## config.mk

```make
export PLATFORM = sky130hd
export DESIGN_NAME = inst_axi_read_bridge_flat
export DESIGN_NICKNAME = d
export VERILOG_FILES = /design/src/rtl/inst_axi_read_bridge_if.sv /design/src/rtl/inst_axi_read_bridge.sv /design/src/flat_wrapper.sv
export SDC_FILE = /design/constraint.sdc
export NUM_CORES = 1
export LEC_CHECK = 0
export ABC_AREA = 1
export BUFFER_PORTS_ARGS = -buffer_cell sky130_fd_sc_hd__buf_2
export CORE_AREA = 4 4 195 197
export CTS_BUF_LIST = sky130_fd_sc_hd__clkbuf_16
export DETAILED_ROUTE_END_ITERATION = 16
export DIE_AREA = 0 0 199 201
export MAX_ROUTING_LAYER = met4
export SYNTH_ARGS = -nofsm -noshare
export SYNTH_HDL_FRONTEND = slang
export SYNTH_SLANG_ARGS = --single-unit
```

## constraint.sdc

```tcl
create_clock -name clk -period 14.5 [get_ports clk]
set_clock_uncertainty 0.2 [all_clocks]
set_input_delay 2.9 -clock clk [delete_from_list [all_inputs] [get_ports clk]]
set_output_delay 2.9 -clock clk [all_outputs]
set_load 0.005 [all_outputs]
```

## src/rtl/inst_axi_read_bridge_if.sv

```systemverilog
// Bundle of the fetch-side request/return signals and the AXI read channels (AR, R)
// seen by inst_axi_read_bridge; the bridge uses the slave modport.
interface inst_axi_read_bridge_if;
    // Fetch side: a request moves when inst_req && inst_addr_ok in the same cycle; the
    // return is a one-cycle inst_data_ok pulse that is never stalled. AXI side: a
    // transfer on AR or R happens in any cycle where that channel's valid && ready are 1.
    logic         inst_req;
    logic [31:0]  inst_addr;
    logic         inst_addr_ok;
    logic         inst_data_ok;
    logic [127:0] inst_rdata;
    logic         inst_bus_err;

    logic [3:0]   arid;
    logic [31:0]  araddr;
    logic [7:0]   arlen;
    logic [2:0]   arsize;
    logic [1:0]   arburst;
    logic         arvalid;
    logic         arready;

    logic [3:0]   rid;
    logic [31:0]  rdata;
    logic [1:0]   rresp;
    logic         rlast;
    logic         rvalid;
    logic         rready;

    modport slave (
        input  inst_req, inst_addr, arready, rid, rdata, rresp, rlast, rvalid,
        output inst_addr_ok, inst_data_ok, inst_rdata, inst_bus_err,
               arid, araddr, arlen, arsize, arburst, arvalid, rready
    );

    modport master (
        output inst_req, inst_addr, arready, rid, rdata, rresp, rlast, rvalid,
        input  inst_addr_ok, inst_data_ok, inst_rdata, inst_bus_err,
               arid, araddr, arlen, arsize, arburst, arvalid, rready
    );
endinterface

```

## src/rtl/inst_axi_read_bridge.sv

```systemverilog
// Instruction-fetch bridge: one fetch request becomes a 4-beat AXI INCR read of an
// aligned 16-byte line, returned as a single 128-bit inst_data_ok pulse.
module inst_axi_read_bridge #(
    parameter logic [3:0] AXI_ID = 4'd0
) (
    input  logic                     clk,
    input  logic                     rst,
    inst_axi_read_bridge_if.slave    bus,
    output logic [1:0]               dbg_state
);

    typedef enum logic [1:0] {
        IDLE = 2'd0,
        AR   = 2'd1,
        R    = 2'd2,
        DONE = 2'd3
    } state_t;

    state_t       state;
    logic [31:0]  araddr_q;
    logic         arvalid_q;
    logic         rready_q;
    logic         data_ok_q;
    logic [127:0] rdata_q;
    logic         bus_err_q;
    logic         err_q;
    logic         full_q;
    logic [1:0]   cnt;
    logic [31:0]  words      [4];
    logic [31:0]  words_next [4];
    logic         beat_ok;
    logic         err_next;
    logic [3:0]   addr_lo_unused;

    assign addr_lo_unused = bus.inst_addr[3:0];

    assign bus.inst_addr_ok = !rst && bus.inst_req && (state == IDLE || state == DONE);
    assign bus.inst_data_ok = data_ok_q;
    assign bus.inst_rdata   = rdata_q;
    assign bus.inst_bus_err = bus_err_q;
    assign bus.arid         = AXI_ID;
    assign bus.araddr       = araddr_q;
    assign bus.arlen        = 8'd3;
    assign bus.arsize       = 3'd2;
    assign bus.arburst      = 2'b01;
    assign bus.arvalid      = arvalid_q;
    assign bus.rready       = rready_q;
    assign dbg_state        = state;

    // Beats tagged with a foreign RID are still drained (rready is high) but ignored.
    assign beat_ok = bus.rvalid && rready_q && (bus.rid == AXI_ID);

    // full_q marks that slot 3 already holds a beat, so another one is an overrun.
    always_comb begin
        words_next      = words;
        words_next[cnt] = bus.rdata;
        err_next        = err_q || (bus.rresp != 2'b00) ||
                          (bus.rlast && cnt != 2'd3) || full_q;
    end

    always_ff @(posedge clk or posedge rst) begin
        if (rst) begin
            state     <= IDLE;
            araddr_q  <= '0;
            arvalid_q <= 1'b0;
            rready_q  <= 1'b0;
            data_ok_q <= 1'b0;
            rdata_q   <= '0;
            bus_err_q <= 1'b0;
            err_q     <= 1'b0;
            full_q    <= 1'b0;
            cnt       <= '0;
            for (int i = 0; i < 4; i++) words[i] <= '0;
        end else begin
            data_ok_q <= 1'b0;
            case (state)
                IDLE, DONE: begin
                    if (bus.inst_req) begin
                        state     <= AR;
                        araddr_q  <= {bus.inst_addr[31:4], 4'h0};
                        arvalid_q <= 1'b1;
                        err_q     <= 1'b0;
                    end else begin
                        state <= IDLE;
                    end
                end
                AR: begin
                    if (arvalid_q && bus.arready) begin
                        state     <= R;
                        arvalid_q <= 1'b0;
                        rready_q  <= 1'b1;
                        cnt       <= '0;
                        full_q    <= 1'b0;
                        for (int i = 0; i < 4; i++) words[i] <= '0;
                    end
                end
                R: begin
                    if (beat_ok) begin
                        for (int i = 0; i < 4; i++) words[i] <= words_next[i];
                        if (cnt == 2'd3) full_q <= 1'b1;
                        else             cnt    <= cnt + 2'd1;
                        err_q <= err_next;
                        if (bus.rlast) begin
                            state     <= DONE;
                            rready_q  <= 1'b0;
                            data_ok_q <= 1'b1;
                            rdata_q   <= {words_next[3], words_next[2],
                                          words_next[1], words_next[0]};
                            bus_err_q <= err_next;
                        end
                    end
                end
                default: state <= IDLE;
            endcase
        end
    end

endmodule

```

## src/flat_wrapper.sv

```systemverilog
// flat-port wrapper written by rule: the top's interface ports become plain ports
module inst_axi_read_bridge_flat 
#(
    parameter logic [3:0] AXI_ID = 4'd0
)
  (clk, rst, dbg_state, bus_inst_req, bus_inst_addr, bus_arready, bus_rid, bus_rdata, bus_rresp, bus_rlast, bus_rvalid, bus_inst_addr_ok, bus_inst_data_ok, bus_inst_rdata, bus_inst_bus_err, bus_arid, bus_araddr, bus_arlen, bus_arsize, bus_arburst, bus_arvalid, bus_rready);
  inst_axi_read_bridge_if bus_i ();
  input  logic clk;
  input  logic rst;
  output logic [1:0] dbg_state;
  input wire logic [$bits(bus_i.inst_req)-1:0] bus_inst_req;
  input wire logic [$bits(bus_i.inst_addr)-1:0] bus_inst_addr;
  input wire logic [$bits(bus_i.arready)-1:0] bus_arready;
  input wire logic [$bits(bus_i.rid)-1:0] bus_rid;
  input wire logic [$bits(bus_i.rdata)-1:0] bus_rdata;
  input wire logic [$bits(bus_i.rresp)-1:0] bus_rresp;
  input wire logic [$bits(bus_i.rlast)-1:0] bus_rlast;
  input wire logic [$bits(bus_i.rvalid)-1:0] bus_rvalid;
  output wire logic [$bits(bus_i.inst_addr_ok)-1:0] bus_inst_addr_ok;
  output wire logic [$bits(bus_i.inst_data_ok)-1:0] bus_inst_data_ok;
  output wire logic [$bits(bus_i.inst_rdata)-1:0] bus_inst_rdata;
  output wire logic [$bits(bus_i.inst_bus_err)-1:0] bus_inst_bus_err;
  output wire logic [$bits(bus_i.arid)-1:0] bus_arid;
  output wire logic [$bits(bus_i.araddr)-1:0] bus_araddr;
  output wire logic [$bits(bus_i.arlen)-1:0] bus_arlen;
  output wire logic [$bits(bus_i.arsize)-1:0] bus_arsize;
  output wire logic [$bits(bus_i.arburst)-1:0] bus_arburst;
  output wire logic [$bits(bus_i.arvalid)-1:0] bus_arvalid;
  output wire logic [$bits(bus_i.rready)-1:0] bus_rready;
  assign bus_i.inst_req = bus_inst_req;
  assign bus_i.inst_addr = bus_inst_addr;
  assign bus_i.arready = bus_arready;
  assign bus_i.rid = bus_rid;
  assign bus_i.rdata = bus_rdata;
  assign bus_i.rresp = bus_rresp;
  assign bus_i.rlast = bus_rlast;
  assign bus_i.rvalid = bus_rvalid;
  assign bus_inst_addr_ok = bus_i.inst_addr_ok;
  assign bus_inst_data_ok = bus_i.inst_data_ok;
  assign bus_inst_rdata = bus_i.inst_rdata;
  assign bus_inst_bus_err = bus_i.inst_bus_err;
  assign bus_arid = bus_i.arid;
  assign bus_araddr = bus_i.araddr;
  assign bus_arlen = bus_i.arlen;
  assign bus_arsize = bus_i.arsize;
  assign bus_arburst = bus_i.arburst;
  assign bus_arvalid = bus_i.arvalid;
  assign bus_rready = bus_i.rready;
  inst_axi_read_bridge #(.AXI_ID(AXI_ID)) u_core (.clk(clk), .rst(rst), .bus(bus_i), .dbg_state(dbg_state));
endmodule
```

==> results of run 1 <==
sequential cells by signal (all words and copies together) (netlist names):
| name | flops |
|---|---|
| u_core.full_q | 1 |
| u_core.cnt | 2 |
| u_core.bus.inst_rdata | 128 |
| u_core.words | 128 |
| u_core.bus.rready | 1 |
| u_core.bus.araddr | 28 |
| u_core.bus.arvalid | 1 |
| u_core.dbg_state | 2 |
| u_core.bus.inst_bus_err | 1 |
| u_core.bus.inst_data_ok | 1 |
| u_core.err_q | 1 |
synthesized netlist by cell type:
master / instances / share of area
conb_1: 2 / 0.00052
buf_6: 3 / 0.0024
nand3_1: 7 / 0.0024
o21ai_0: 3 / 0.0010
a21oi_1: 128 / 0.045
dfrtp_1: 294 / 0.51
buf_1: 3 / 0.00078
nor2_4: 1 / 0.00078
inv_1: 175 / 0.046
nand2_1: 756 / 0.20
nand3_2: 1 / 0.00070
clkbuf_1: 28 / 0.0073
buf_4: 45 / 0.024
buf_2: 76 / 0.027
inv_2: 3 / 0.00078
ha_1: 6 / 0.0052
nand4_1: 132 / 0.058
o22a_1: 1 / 0.00061
nor2_1: 264 / 0.069
per-stage QoR:
step | power, mW | std cells | worst slack, ps | hold slack (ps)
after CTS | 1.69 | 2565 | 8110 | 272
after global placement | 0.891 | 2508 | 8110 | 253
after floorplan | 0.862 | 1947 | 3280 | 242
after global routing | 1.73 | 2566 | 8050 | 286
final | 1.67 | 2566 | 8110 | 268
after detailed placement | 0.891 | 2508 | 8110 | 258
area by class of cell:
class,count,area (um^2)
antenna,1,2.50
clock buffer,35,876
clock inverter,22,124
fill,3669,19800
inverter,178,679
multi-input combinational,1320,5560
sequential,294,7360
tap,468,586
timing repair buffer,248,1290
critical path, cell delays in order:
cell and delay, ps:
buf_2 90, nand2_1 90, nor2_1 100, buf_2 110
worst max-delay path by stage:
stage / startpoint / endpoint / slack (ps) / cells past startpoint
5_1_grt: bus_inst_req / bus_inst_addr_ok / 8050 / 4
6_report: bus_inst_req / bus_inst_addr_ok / 8110 / 4
3_5_place_dp: bus_inst_req / bus_inst_addr_ok / 8110 / 4
3_3_place_gp: bus_inst_req / bus_inst_addr_ok / 8110 / 4
2_1_floorplan: rst / u_core.bus.araddr[10] / 3280 / 1
4_1_cts: bus_inst_req / bus_inst_addr_ok / 8110 / 4
cells in the final DEF, fill, tap and decap left out, drive strengths merged:
master / n
dfrtp: 294
conb: 21
a21oi: 128
o22a: 1
o21ai: 3
nand3: 8
diode: 1
nand2: 756
clkinv: 15
nor2: 265
ha: 6
buf: 248
nand4: 132
clkbuf: 35
clkinvlp: 1
inv: 183
bufinv: 1
power by group through the flow:
stage / registers, mW / clock network [mW] / logic (mW)
6_report: 0.820 / 0.798 / 0.0552
5_1_grt: 0.820 / 0.849 / 0.0603
4_1_cts: 0.820 / 0.814 / 0.0558
3_5_place_dp: 0.835 / 0 / 0.0557
3_3_place_gp: 0.835 / 0 / 0.0557
2_1_floorplan: 0.836 / 0 / 0.0264
kinds of logic after synthesis:
family | share of synthesized area
adder cells (fa/ha/maj) | 0.00523
flip-flops | 0.513
AND/OR/NAND/NOR | 0.328
other | 0.000523
buffers and inverters | 0.107
AO/OA/AOI/OAI | 0.0463
metal layers:
layer  wire length, um  up-vias
met3              3240       89
met5                 0        -
li1                  -     6214
met2             20900      509
met1             20500     6128
met4              1690        0
==> reports/qor.csv, run 1 <==
metric,value,unit
status,"complete, no violations",
Final ANT Viol Nets,0,
DR WL/cell,18.1,um
Net Sw Frac,0.233,
Hold Path Origin,u_core.words[67],
path depth of the worst reg2reg path,7,
GRT Max-Usage Layer,met2,
"Max FO, Critical Path",2,
min Tclk post-route,6390,ps
area delta synth->final,14.8,%
DP HPWL,27600,um
met3 GRT Util,0.0344,
I/O Buffers,234,
clock latency at the later pin of the worst-skew pair,520,ps
1st-pass router iterations,6,
vias in the first global route,12300,
Clock power frac,0.477,
setup_tns,0,ps
starting density of the core,0.396,
TritonCTS Buffers,34,
Final Instance Area,16500,um^2
Flop pwr share,0.490,
TritonCTS clock tree,yes,
M1 GR Usage,0.321,
Psw,0.390,mW
pin count of the biggest net entering global routing,259,
Critical Path End Type,primary output,
Die ar.,40000,um^2
# IOs,260,
DRC,0,
"FF+latch count, synth",294,
Max-slew headroom,0.229,
Post-Place Cell Area,15500,um^2
GRT overflow,0,
die extent in x,199,um
final WL,46300,um
worst reg2reg endpoint,u_core.words[32],
Setup CP Type,in -> out,
routability cong.,0.786,
Mapped Cells,1928,
Worst Max-Slew Pin Slew,1160,ps
maximum achievable frequency,157,MHz
Nets,2158,
Max-Cap Viols,0,
P_leak,9.25,nW
synth unique cells,19,
internal power,1.28,mW
utilization after layout,0.454,
Startpoint Class,primary input,
post-cts sizing count,0,
FP Rows,70,
drt initial violations,1131,
Die Span Y,201,um
initial antenna violation count,1,
Global Route met2 Usage,0.350,
postcts setup bufs,0,
combinational share of power,0.033,
maximum VDD drop,62.7,uV
sequential area share after synthesis,0.513,
crit path DAT,3290,ps
RSZ-0062 raised after global routing,false,
WP data required,11400,ps
clk buf depth,3,
worst r2r src,u_core.dbg_state[0],
worst hold endpoint,u_core.words[67],
layout cell share with drive strength beyond 1,0.144,
hold path depth,2,
CTS sink cnt,294,
via count,12900,
Clk Tree Root Cell,clkbuf_16,
H-tree depth,2,
clk slew on worst S/H paths,50,ps
flop-to-flop setup slack,11030,ps
period utilisation layout,0.440,
first-pass GRT wire length,71600,um
Core Footprint,36300,um^2
Pwr Density,102,nW/um^2
hold_buf cts,0,
Tot GR Track Use,0.232,
Setup Viol. Count Final,0,
"Hold Vio Cnt, Final",0,
Ys Warns,0,
Hold/Removal Path Class,reg -> reg,
Final Max Slew Viols,0,
"Avg Cell Area, Syn",7.44,um^2
mapped cell area,14400,um^2
number of vias per cell,5.04,
Power figures use the tool's default switching activity.
==> run 2, diff against run 1 <==
==> constraint.sdc (replaced) <==
create_clock -name clk -period 6.3 [get_ports clk]
set_clock_uncertainty 0.2 [all_clocks]
set_input_delay 1.26 -clock clk [delete_from_list [all_inputs] [get_ports clk]]
set_output_delay 1.26 -clock clk [all_outputs]
set_load 0.005 [all_outputs]
==> reports/qor.csv, run 2 (synthesis results as in run 1) <==
metric,value,unit
Hold/Removal Path Class,reg -> reg,
setup_tns,0,ps
post-cts sizing count,0,
period utilisation layout,0.595,
CTS sink cnt,294,
final setup margin,2550,ps
WP data required,6500,ps
1st-pass router iterations,5,
"most common cell after layout, fill and taps aside",nand2_1,
met3 GRT Util,0.0349,
clk buf depth,3,
vias in the first global route,12300,
DR WL/cell,17.8,um
DRC,0,
combinational share of power,0.033,
Post-Place Cell Area,15500,um^2
maximum achievable frequency,267,MHz
flop-to-flop setup slack,2780,ps
GRT overflow,0,
routability cong.,0.794,
pre-CTS WS,2020,ps
dpl cells,2508,
RSZ-0062 raised after global routing,false,
P_leak,9.30,nW
most frequent cells in the layout,"nand2_1 (754), dfrtp_1 (294), nor2_1 (264)",
Worst Max-Slew Pin Slew,1200,ps
layout cell share with drive strength beyond 1,0.143,
# IOs,260,
DP HPWL,27300,um
postcts setup bufs,0,
status,"complete, no violations",
Final Instance Count excl. Fillers,2569,
Final Max Slew Viols,0,
Critical Path End Type,register,
"Hold Vio Cnt, Final",0,
Net Sw Frac,0.230,
Startpoint Class,primary input,
Flop pwr share,0.484,
die extent in x,199,um
Global Route met2 Usage,0.337,
GRT Max-Usage Layer,met2,
final WL,45800,um
pin count of the biggest net entering global routing,259,
Pwr Density,236,nW/um^2
clk slew on worst S/H paths,60,ps
crit path DAT,3950,ps
Tot GR Track Use,0.231,
Final ANT Viol Nets,0,
number of vias per cell,5.03,
initial antenna violation count,1,
Setup Viol. Count Final,0,
maximum VDD drop,173,uV
Core Footprint,36300,um^2
TritonCTS Buffers,35,
H-tree depth,2,
hold_buf cts,0,
Die ar.,40000,um^2
Clock power frac,0.483,
Clk Tree Root Cell,clkbuf_16,
drt initial violations,1321,
clock latency at the later pin of the worst-skew pair,520,ps
Nets,2159,
FP Rows,70,
Setup CP Type,in -> reg,
Psw,0.895,mW
Final Instance Area,16500,um^2
first-pass GRT wire length,70800,um
min Tclk post-route,3750,ps
internal power,3.01,mW
TritonCTS clock tree,yes,
via count,12900,
starting density of the core,0.396,
"Max FO, Critical Path",78,
I/O Buffers,234,
Max-Cap Viols,0,
M1 GR Usage,0.326,
area delta synth->final,15.2,%
Max-slew headroom,0.198,
Die Span Y,201,um
run 2: cell count changes in the layout (fill, tap and decap cells not counted), moves of 2 or more:
cell / delta
clkbuf_16: +2
buf_4: -2
clkinv_1: -2
inv_1: +6
clkinv_2: -2
buf_12: +2
run 2: layout make-up:
type | instances | area [um^2]
antenna | 1 | 2.50
tap | 468 | 586
inverter | 178 | 676
sequential | 294 | 7360
clock buffer | 37 | 926
clock inverter | 23 | 121
fill | 3693 | 19700
multi-input combinational | 1320 | 5560
timing repair buffer | 248 | 1310
run 2: layer usage:
layer / vias to the layer above / part of all wire
li1: 6219 / -
met1: 6171 / 0.44
met2: 452 / 0.45
met3: 81 / 0.067
met4: 0 / 0.042
met5: - / 0
run 2: final timing paths:
check | from | endpoint | cells after the start
hold / removal | u_core.words[62] | u_core.words[62] | 2
min in group asynchronous | rst | u_core.bus.araddr[15] | 3
hold reg to reg | u_core.words[62] | u_core.words[62] | 2
setup reg to reg | u_core.dbg_state[0] | u_core.words[120] | 7
setup / recovery | bus_rid[0] | u_core.words[120] | 8
max in group asynchronous | rst | u_core.words[64] | 3
run 2: per-stage QoR:
step	total power, mW	hold WS (ps)	utilization
after floorplan	1.99	242	-
after global placement	2.05	252	0.427
after detailed placement	2.05	258	0.427
after CTS	3.94	272	0.456
after global routing	4.03	289	0.456
final	3.90	270	0.456
run 2: worst max-delay path, stage by stage:
cell	delay, ps
buf_2	100
nor2_1	120
nand3_2	160
nand2_4	590
nand3_4	750
buf_4	630
nand2_1	180
nand2_1	70
run 2: power by group through the flow:
| stage | Clock (mW) | Combinational (mW) | Sequential, mW |
|---|---|---|---|
| after floorplan | 0 | 0.0611 | 1.92 |
| after global placement | 0 | 0.129 | 1.92 |
| after detailed placement | 0 | 0.129 | 1.92 |
| after CTS | 1.93 | 0.129 | 1.89 |
| after global routing | 2.00 | 0.140 | 1.89 |
| final | 1.88 | 0.129 | 1.89 |
